**src/rtl/video_stream_gen_pkg.sv**
```systemverilog
// Shared timing defaults, pattern encodings and pixel helpers for the
// binary-mask video stream generator.
package video_pkg;

  localparam int CW = 7;

  localparam int H_ACTIVE_DEF = 64;
  localparam int H_FP_DEF     = 4;
  localparam int H_SYNC_DEF   = 8;
  localparam int H_BP_DEF     = 7;
  localparam int V_ACTIVE_DEF = 64;
  localparam int V_FP_DEF     = 2;
  localparam int V_SYNC_DEF   = 3;
  localparam int V_BP_DEF     = 3;

  localparam int H_TOT = H_ACTIVE_DEF + H_FP_DEF + H_SYNC_DEF + H_BP_DEF;
  localparam int V_TOT = V_ACTIVE_DEF + V_FP_DEF + V_SYNC_DEF + V_BP_DEF;

  typedef logic [CW-1:0] cnt_t;

  typedef enum logic [1:0] {
    PAT_CHECK  = 2'd0,
    PAT_BARS   = 2'd1,
    PAT_SQUARE = 2'd2,
    PAT_NOISE  = 2'd3
  } pattern_e;

  function automatic logic in_window(cnt_t val, cnt_t lo, cnt_t hi);
    return (val >= lo) && (val < hi);
  endfunction

  // Raw pattern pixel before blanking is applied.
  function automatic logic base_pixel(pattern_e pat, cnt_t h, cnt_t v,
                                      logic square, logic noise_hit);
    logic pix;
    case (pat)
      PAT_CHECK:  pix = h[3] ^ v[3];
      PAT_BARS:   pix = h[2];
      PAT_SQUARE: pix = square;
      default:    pix = square ^ noise_hit;
    endcase
    return pix;
  endfunction

endpackage

```
**src/rtl/video_stream_gen_if.sv**
```systemverilog
// Video output bus of the mask stream generator: timing strobes, pixel
// and the counter position that produced it.
interface video_stream_gen_if;
  import video_pkg::*;

  logic de;
  logic hsync;
  logic vsync;
  logic mask;
  cnt_t x;
  cnt_t y;
  logic frame_start;

  modport master (output de, hsync, vsync, mask, x, y, frame_start);
  modport slave  (input  de, hsync, vsync, mask, x, y, frame_start);

endinterface

```
**src/rtl/video_stream_gen_lfsr16.sv**
```systemverilog
// 16-bit Fibonacci LFSR (taps 16,14,13,11) used as the noise source;
// steps once per enabled clock and reloads the seed on reset.
module lfsr16 (
  input  logic        clk,
  input  logic        rst,
  input  logic        ce,
  input  logic [15:0] seed,
  output logic [15:0] q
);

  logic [15:0] q_q;
  logic [15:0] q_d;
  logic        fb;

  always_comb begin
    fb  = q_q[15] ^ q_q[13] ^ q_q[12] ^ q_q[10];
    q_d = ce ? {q_q[14:0], fb} : q_q;
  end

  always_ff @(posedge clk or posedge rst) begin
    if (rst) begin
      q_q <= seed;
    end else begin
      q_q <= q_d;
    end
  end

  assign q = q_q;

endmodule

```
**src/rtl/video_stream_gen.sv**
```systemverilog
// Raster timing and 1-bit mask test-pattern source for the filter chain;
// every output is registered from the counter state of the previous ce cycle.
module video_stream_gen
  import video_pkg::*;
#(
  parameter int          H_ACTIVE  = H_ACTIVE_DEF,
  parameter int          H_FP      = H_FP_DEF,
  parameter int          H_SYNC    = H_SYNC_DEF,
  parameter int          H_BP      = H_BP_DEF,
  parameter int          V_ACTIVE  = V_ACTIVE_DEF,
  parameter int          V_FP      = V_FP_DEF,
  parameter int          V_SYNC    = V_SYNC_DEF,
  parameter int          V_BP      = V_BP_DEF,
  parameter logic [15:0] LFSR_SEED = 16'hACE1,
  parameter logic [7:0]  NOISE_TH  = 8'd16
) (
  input  logic               clk,
  input  logic               rst,
  input  logic               ce,
  input  logic [1:0]         pattern_sel,
  video_stream_gen_if.master vid
);

  localparam int LINE_TOT  = H_ACTIVE + H_FP + H_SYNC + H_BP;
  localparam int FRAME_TOT = V_ACTIVE + V_FP + V_SYNC + V_BP;

  localparam cnt_t H_ACT_C   = cnt_t'(H_ACTIVE);
  localparam cnt_t HS_BEG_C  = cnt_t'(H_ACTIVE + H_FP);
  localparam cnt_t HS_END_C  = cnt_t'(H_ACTIVE + H_FP + H_SYNC);
  localparam cnt_t H_LAST_C  = cnt_t'(LINE_TOT - 1);
  localparam cnt_t V_ACT_C   = cnt_t'(V_ACTIVE);
  localparam cnt_t VS_BEG_C  = cnt_t'(V_ACTIVE + V_FP);
  localparam cnt_t VS_END_C  = cnt_t'(V_ACTIVE + V_FP + V_SYNC);
  localparam cnt_t V_LAST_C  = cnt_t'(FRAME_TOT - 1);
  localparam cnt_t SQ_X_LO_C = cnt_t'(H_ACTIVE / 4);
  localparam cnt_t SQ_X_HI_C = cnt_t'((3 * H_ACTIVE) / 4);
  localparam cnt_t SQ_Y_LO_C = cnt_t'(V_ACTIVE / 4);
  localparam cnt_t SQ_Y_HI_C = cnt_t'((3 * V_ACTIVE) / 4);

  if (LINE_TOT > (1 << CW) || FRAME_TOT > (1 << CW)) begin : g_bad_size
    $error("video_stream_gen: line or frame total exceeds the 7-bit counters");
  end
  if (LFSR_SEED == 16'h0000) begin : g_bad_seed
    $error("video_stream_gen: LFSR_SEED must be nonzero");
  end

  cnt_t     h_cnt_q, h_cnt_d;
  cnt_t     v_cnt_q, v_cnt_d;
  pattern_e pat_q, pat_d;
  logic     de_q, de_d;
  logic     hsync_q, hsync_d;
  logic     vsync_q, vsync_d;
  logic     mask_q, mask_d;
  cnt_t     x_q, x_d;
  cnt_t     y_q, y_d;
  logic     frame_start_q, frame_start_d;

  logic        line_end;
  logic        frame_end;
  logic        square;
  logic        noise_hit;
  logic [15:0] lfsr_val;
  logic        lfsr_unused;

  // Next-state counters and the decode of the current counter position,
  // which becomes the registered output on the next enabled edge.
  always_comb begin
    line_end  = (h_cnt_q == H_LAST_C);
    frame_end = line_end && (v_cnt_q == V_LAST_C);

    h_cnt_d = line_end ? '0 : h_cnt_q + 1'b1;
    v_cnt_d = v_cnt_q;
    if (line_end) begin
      v_cnt_d = (v_cnt_q == V_LAST_C) ? '0 : v_cnt_q + 1'b1;
    end

    pat_d = frame_end ? pattern_e'(pattern_sel) : pat_q;

    de_d    = (h_cnt_q < H_ACT_C) && (v_cnt_q < V_ACT_C);
    hsync_d = in_window(h_cnt_q, HS_BEG_C, HS_END_C);
    vsync_d = in_window(v_cnt_q, VS_BEG_C, VS_END_C);

    square    = in_window(h_cnt_q, SQ_X_LO_C, SQ_X_HI_C) &&
                in_window(v_cnt_q, SQ_Y_LO_C, SQ_Y_HI_C);
    noise_hit = (lfsr_val[7:0] < NOISE_TH);
    mask_d    = de_d && base_pixel(pat_q, h_cnt_q, v_cnt_q, square, noise_hit);

    x_d           = h_cnt_q;
    y_d           = v_cnt_q;
    frame_start_d = (h_cnt_q == '0) && (v_cnt_q == '0);
  end

  always_ff @(posedge clk or posedge rst) begin
    if (rst) begin
      h_cnt_q       <= '0;
      v_cnt_q       <= '0;
      pat_q         <= PAT_CHECK;
      de_q          <= 1'b0;
      hsync_q       <= 1'b0;
      vsync_q       <= 1'b0;
      mask_q        <= 1'b0;
      x_q           <= '0;
      y_q           <= '0;
      frame_start_q <= 1'b0;
    end else if (ce) begin
      h_cnt_q       <= h_cnt_d;
      v_cnt_q       <= v_cnt_d;
      pat_q         <= pat_d;
      de_q          <= de_d;
      hsync_q       <= hsync_d;
      vsync_q       <= vsync_d;
      mask_q        <= mask_d;
      x_q           <= x_d;
      y_q           <= y_d;
      frame_start_q <= frame_start_d;
    end
  end

  // The noise source only moves on active pixels, so its sequence is
  // independent of blanking length and carries over between frames.
  lfsr16 u_lfsr (
    .clk  (clk),
    .rst  (rst),
    .ce   (ce & de_d),
    .seed (LFSR_SEED),
    .q    (lfsr_val)
  );

  assign lfsr_unused = ^lfsr_val[15:8];

  assign vid.de          = de_q;
  assign vid.hsync       = hsync_q;
  assign vid.vsync       = vsync_q;
  assign vid.mask        = mask_q;
  assign vid.x           = x_q;
  assign vid.y           = y_q;
  assign vid.frame_start = frame_start_q;

endmodule

```
**src/flat_wrapper.sv**
```systemverilog
// flat-port wrapper written by rule: the top's interface ports become plain ports
module video_stream_gen_flat import video_pkg::*;
#(
  parameter int          H_ACTIVE  = H_ACTIVE_DEF,
  parameter int          H_FP      = H_FP_DEF,
  parameter int          H_SYNC    = H_SYNC_DEF,
  parameter int          H_BP      = H_BP_DEF,
  parameter int          V_ACTIVE  = V_ACTIVE_DEF,
  parameter int          V_FP      = V_FP_DEF,
  parameter int          V_SYNC    = V_SYNC_DEF,
  parameter int          V_BP      = V_BP_DEF,
  parameter logic [15:0] LFSR_SEED = 16'hACE1,
  parameter logic [7:0]  NOISE_TH  = 8'd16
)
  (clk, rst, ce, pattern_sel, vid_de, vid_hsync, vid_vsync, vid_mask, vid_x, vid_y, vid_frame_start);
  video_stream_gen_if vid_i ();
  input  logic clk;
  input  logic rst;
  input  logic ce;
  input  logic [1:0] pattern_sel;
  output wire logic [$bits(vid_i.de)-1:0] vid_de;
  output wire logic [$bits(vid_i.hsync)-1:0] vid_hsync;
  output wire logic [$bits(vid_i.vsync)-1:0] vid_vsync;
  output wire logic [$bits(vid_i.mask)-1:0] vid_mask;
  output wire logic [$bits(vid_i.x)-1:0] vid_x;
  output wire logic [$bits(vid_i.y)-1:0] vid_y;
  output wire logic [$bits(vid_i.frame_start)-1:0] vid_frame_start;
  assign vid_de = vid_i.de;
  assign vid_hsync = vid_i.hsync;
  assign vid_vsync = vid_i.vsync;
  assign vid_mask = vid_i.mask;
  assign vid_x = vid_i.x;
  assign vid_y = vid_i.y;
  assign vid_frame_start = vid_i.frame_start;
  video_stream_gen #(.H_ACTIVE(H_ACTIVE), .H_FP(H_FP), .H_SYNC(H_SYNC), .H_BP(H_BP), .V_ACTIVE(V_ACTIVE), .V_FP(V_FP), .V_SYNC(V_SYNC), .V_BP(V_BP), .LFSR_SEED(LFSR_SEED), .NOISE_TH(NOISE_TH)) u_core (.clk(clk), .rst(rst), .ce(ce), .pattern_sel(pattern_sel), .vid(vid_i));
endmodule
```
**config.mk**
```make
export PLATFORM = sky130hd
export DESIGN_NAME = video_stream_gen_flat
export DESIGN_NICKNAME = d
export VERILOG_FILES = /design/src/rtl/video_stream_gen_pkg.sv /design/src/rtl/video_stream_gen_if.sv /design/src/rtl/video_stream_gen_lfsr16.sv /design/src/rtl/video_stream_gen.sv /design/src/flat_wrapper.sv
export SDC_FILE = /design/constraint.sdc
export NUM_CORES = 1
export LEC_CHECK = 0
export ABC_AREA = 0
export CORE_ASPECT_RATIO = 0.5
export CORE_UTILIZATION = 49
export DETAILED_ROUTE_END_ITERATION = 10
export PLACE_DENSITY = 0.81
export SLEW_MARGIN = 40
export SYNTH_ARGS = -nofsm -noshare
export SYNTH_HDL_FRONTEND = slang
export SYNTH_SLANG_ARGS = --single-unit
```
**constraint.sdc**
```tcl
create_clock -name clk -period 1.65 [get_ports clk]
set_input_delay 0.495 -clock clk [delete_from_list [all_inputs] [get_ports clk]]
set_output_delay 0.495 -clock clk [all_outputs]
set_load 0.02 [all_outputs]
```
==> metrics.md <==
| Metric | Value |
|---|---|
| XOR/XNOR Fraction of Synth Area | `4.828%` |
| Core area | `4509 sq um` |
| Synth unique cells | `44` |
| DRC violations left | `0` |
| Pins Over Slew Limit | `0` |
| Layout cells sized above 1 | `37.55%` |
| Post-synth top cells | `dfrtp_1 (43), mux2_2 (30), xnor2_1 (11)` |
| Nets@finish | `246` |
| Largest net degree at the start of global routing | `25` |
| Initial core utilization | `52.30%` |
| VDD IR max | `625.3 uV` |
| Synth Area per Inst | `12.55 sq um` |
| Fin Hold WS | `484.8 ps` |
| Relative slew slack | `76.41%` |
| # H-tree levels | `2` |
| CTS Buf Count | `5` |
| Final WL | `4624 um` |
| Proportion of netlist area held by the largest area contributor | `45.62%` |
| Worst-path clk slew | `90 ps` |
| Initial antenna violation count | `0` |
| TritonCTS Sinks | `51` |
| Seq cells post-synth | `51` |
| First-pass GRT wire length | `7596 um` |
| Clock skew | `9.491 ps` |
| Hold Vio Cnt, Final | `0` |
| CP required | `1840 ps` |
| Worst-path fanout max | `7` |
| Core Util, Final | `66.12%` |
| Critical Path AT | `1840 ps` |
| Via-per-instance ratio | `5.409` |
| Setup crit end kind | `flip-flop` |
| Post-synthesis mux area share | `15.23%` |
| Post-Layout Cell Count | `303` |
| CTS Hold Bufs | `0` |
| RSZ-0062 raised after global routing | `true` |
| FFs w/ async S/R, synth | `100.0%` |
| Max Buffers Root-to-Sink | `2` |
| Final WS setup | `-1.529 ps` |
| Least-Margin Pin Slew | `353.8 ps` |
| Leakage | `1.430 nW` |
| Outcome | `complete, but fails checks` |
| Startpoint types | `flip-flop` |
| Die Wd | `100.1 um` |
| Cell Pwr Density | `1302 nW/um^2` |
| Detail Route Antenna Nets | `0` |
| Total gr overflow | `0` |
| Top FF cell, synth | `dfrtp_1` |
| Die ar. | `5112 sq um` |
| Synth area leaders | `dfrtp_1 (46%), mux2_2 (14%), dfstp_2 (8.9%)` |
| Final instance area | `2982 sq um` |
| Vias | `1639` |
| Synth Net Count | `198` |
| TritonCTS clock tree | `done` |
| Worst Hold Class | `reg -> reg` |
| Cells after DPL | `292` |
| Final Cycle Share | `100.1%` |
| Vias in the first global route | `1658` |
| Port-buffer cells | `23` |
| All-Layer GR Usage | `19.80%` |
| Setup CP Type | `reg -> reg` |
| Largest family of logic cells by synthesized area | `multiplexers` |
| Worst skew pair latency | `300 ps` |
| DRT iter0 DRCs | `67` |
| Post-DP HPWL | `3363 um` |
| Cell area after synthesis | `2359 sq um` |
| Initial DRT Pass Iterations | `4` |
| Row count | `17` |
| Max Clk Rate | `0.6055 GHz` |
| Post-layout min period | `1652 ps` |
| Post-synthesis sequential area ratio | `54.54%` |
| Area Growth Syn to Fin | `26.42%` |
| Adder-Cell Fraction of Synth Area | `2.653%` |
| Die Span Y | `51.06 um` |
| N_diodes | `0` |
| Failing checks | `setup timing` |
| CTS root buf | `clkbuf_8` |
| # IOs | `24` |
| TNS Setup | `-1.529 ps` |
| Ys Warns | `0` |
| Most common cell in the synthesized netlist | `dfrtp_1` |
| Gate count of the mapped netlist | `188` |
| Post-synthesis compound-gate area fraction | `5.995%` |
| Placed Area | `2834 sq um` |
| WL/cell | `15.26 um` |
| Max_cap viols | `0` |
| Cell taking the most area after synthesis | `dfrtp_1` |
| Number of enable flip-flop cells after synthesis | `0` |
| Gp weighted congestion | `0.8433` |
| Post-Synth Simple-Gate Area | `11.99%` |
| Setup violators final | `1` |
[layout by cell type (no fill, tap or decap), types with 2 or more instances in the layout]
cell,Yosys,layout
xnor2_1,11,11
inv_1,8,6
nand4_1,7,7
buf_12,0,4
nand3_1,4,3
and2b_1,2,2
clkbuf_8,2,5
clkdlybuf4s50_1,0,3
nor3_1,2,2
o21ai_1,1,2
nand2_1,10,10
dfrtp_1,43,43
ha_1,5,4
a31o_2,2,2
clkinvlp_4,0,2
o21ai_0,8,7
dfstp_2,8,8
and3_1,4,4
nor3_4,2,2
inv_2,1,2
dlygate4sd2_1,0,20
a21o_1,3,3
nor2_1,6,5
xor2_1,2,2
buf_4,1,24
mux2_2,30,30
[repair_timing]
item                                    in CTS  in global routing
pin swaps                                    1                  4
gates resized for setup                     21                 10
buffers inserted                             0                  3
gates cloned                                 0                  0
endpoints found under the setup margin      34                  5
[layout make-up]
type / count / area (sq um)
inverters: 9 / 37.54
flip-flops and latches: 51 / 1286
repair buffers: 51 / 465.4
multi-input cells: 118 / 999.7
fillers: 325 / 1528
clock inverters: 2 / 37.54
well taps: 66 / 82.58
clock buffers: 6 / 72.57
[state kept, by name, summed over array words and instances, names as in the netlist]
signal / count
u_core.vid.de: 1
u_core.vid.frame_start: 1
u_core.vid.hsync: 1
u_core.pat_q: 2
u_core.vid.mask: 1
u_core.h_cnt_q: 7
u_core.vid.x: 7
u_core.u_lfsr.q: 16
u_core.v_cnt_q: 7
u_core.vid.y: 7
u_core.vid.vsync: 1
[layer usage]
layer	routed length, um	vias to the layer above	global-route usage [%]
met3	205	5	5.062
li1	-	754	-
met4	28	0	4.589
met2	2428	47	34.37
met5	0	-	0
met1	1962	833	25.34
[cell families after synthesis]
logic type      count (synthesis)
simple gates                   47
xor+xnor                       13
flops                          51
mux                            32
compound gates                 21
fa+ha+maj                       5
buf+inv                        19
[path summary, 6_finish.rpt]
path                                               start                        endpoint  slack, ps  depth (start not counted)
setup / recovery           u_core.h_cnt_q[0]$_DFFE_PP0P_   u_core.v_cnt_q[3]$_DFFE_PP0P_         -2                          6
hold / removal               u_core.vid.y[2]$_DFFE_PP0P_     u_core.vid.y[2]$_DFFE_PP0P_        480                          1
setup reg to reg           u_core.h_cnt_q[0]$_DFFE_PP0P_   u_core.v_cnt_q[3]$_DFFE_PP0P_         -2                          6
hold reg to reg              u_core.vid.y[2]$_DFFE_PP0P_     u_core.vid.y[2]$_DFFE_PP0P_        480                          1
max in group asynchronous                            rst  u_core.u_lfsr.q[5]$_DFFE_PP1P_        700                          3
min in group asynchronous                            rst  u_core.u_lfsr.q[2]$_DFFE_PP0P_        490                          2
[stage by stage]
step / power [mW] / setup WS, ps
CTS: 3.887 / 11.81
floorplan: 2.618 / 94.00
global placement: 3.013 / -371.0
finish: 3.881 / -1.529
detailed placement: 3.086 / -431.5
global route: 4.107 / -43.52
[worst max-delay path, stage by stage (launching register included)]
cell	delay [ps]
dfrtp_1	400
inv_2	90
ha_4	120
and4bb_2	290
and2_4	210
nand4_1	120
mux2_4	320
[power breakdown]
| part | leakage, nW | internal (mW) | switching [mW] |
|---|---|---|---|
| Combinational | 0.723 | 0.608 | 0.588 |
| Sequential | 0.655 | 1.64 | 0.194 |
| Clock | 0.0514 | 0.453 | 0.401 |
| Total | 1.43 | 2.70 | 1.18 |
(Power assumes the default switching activity.)
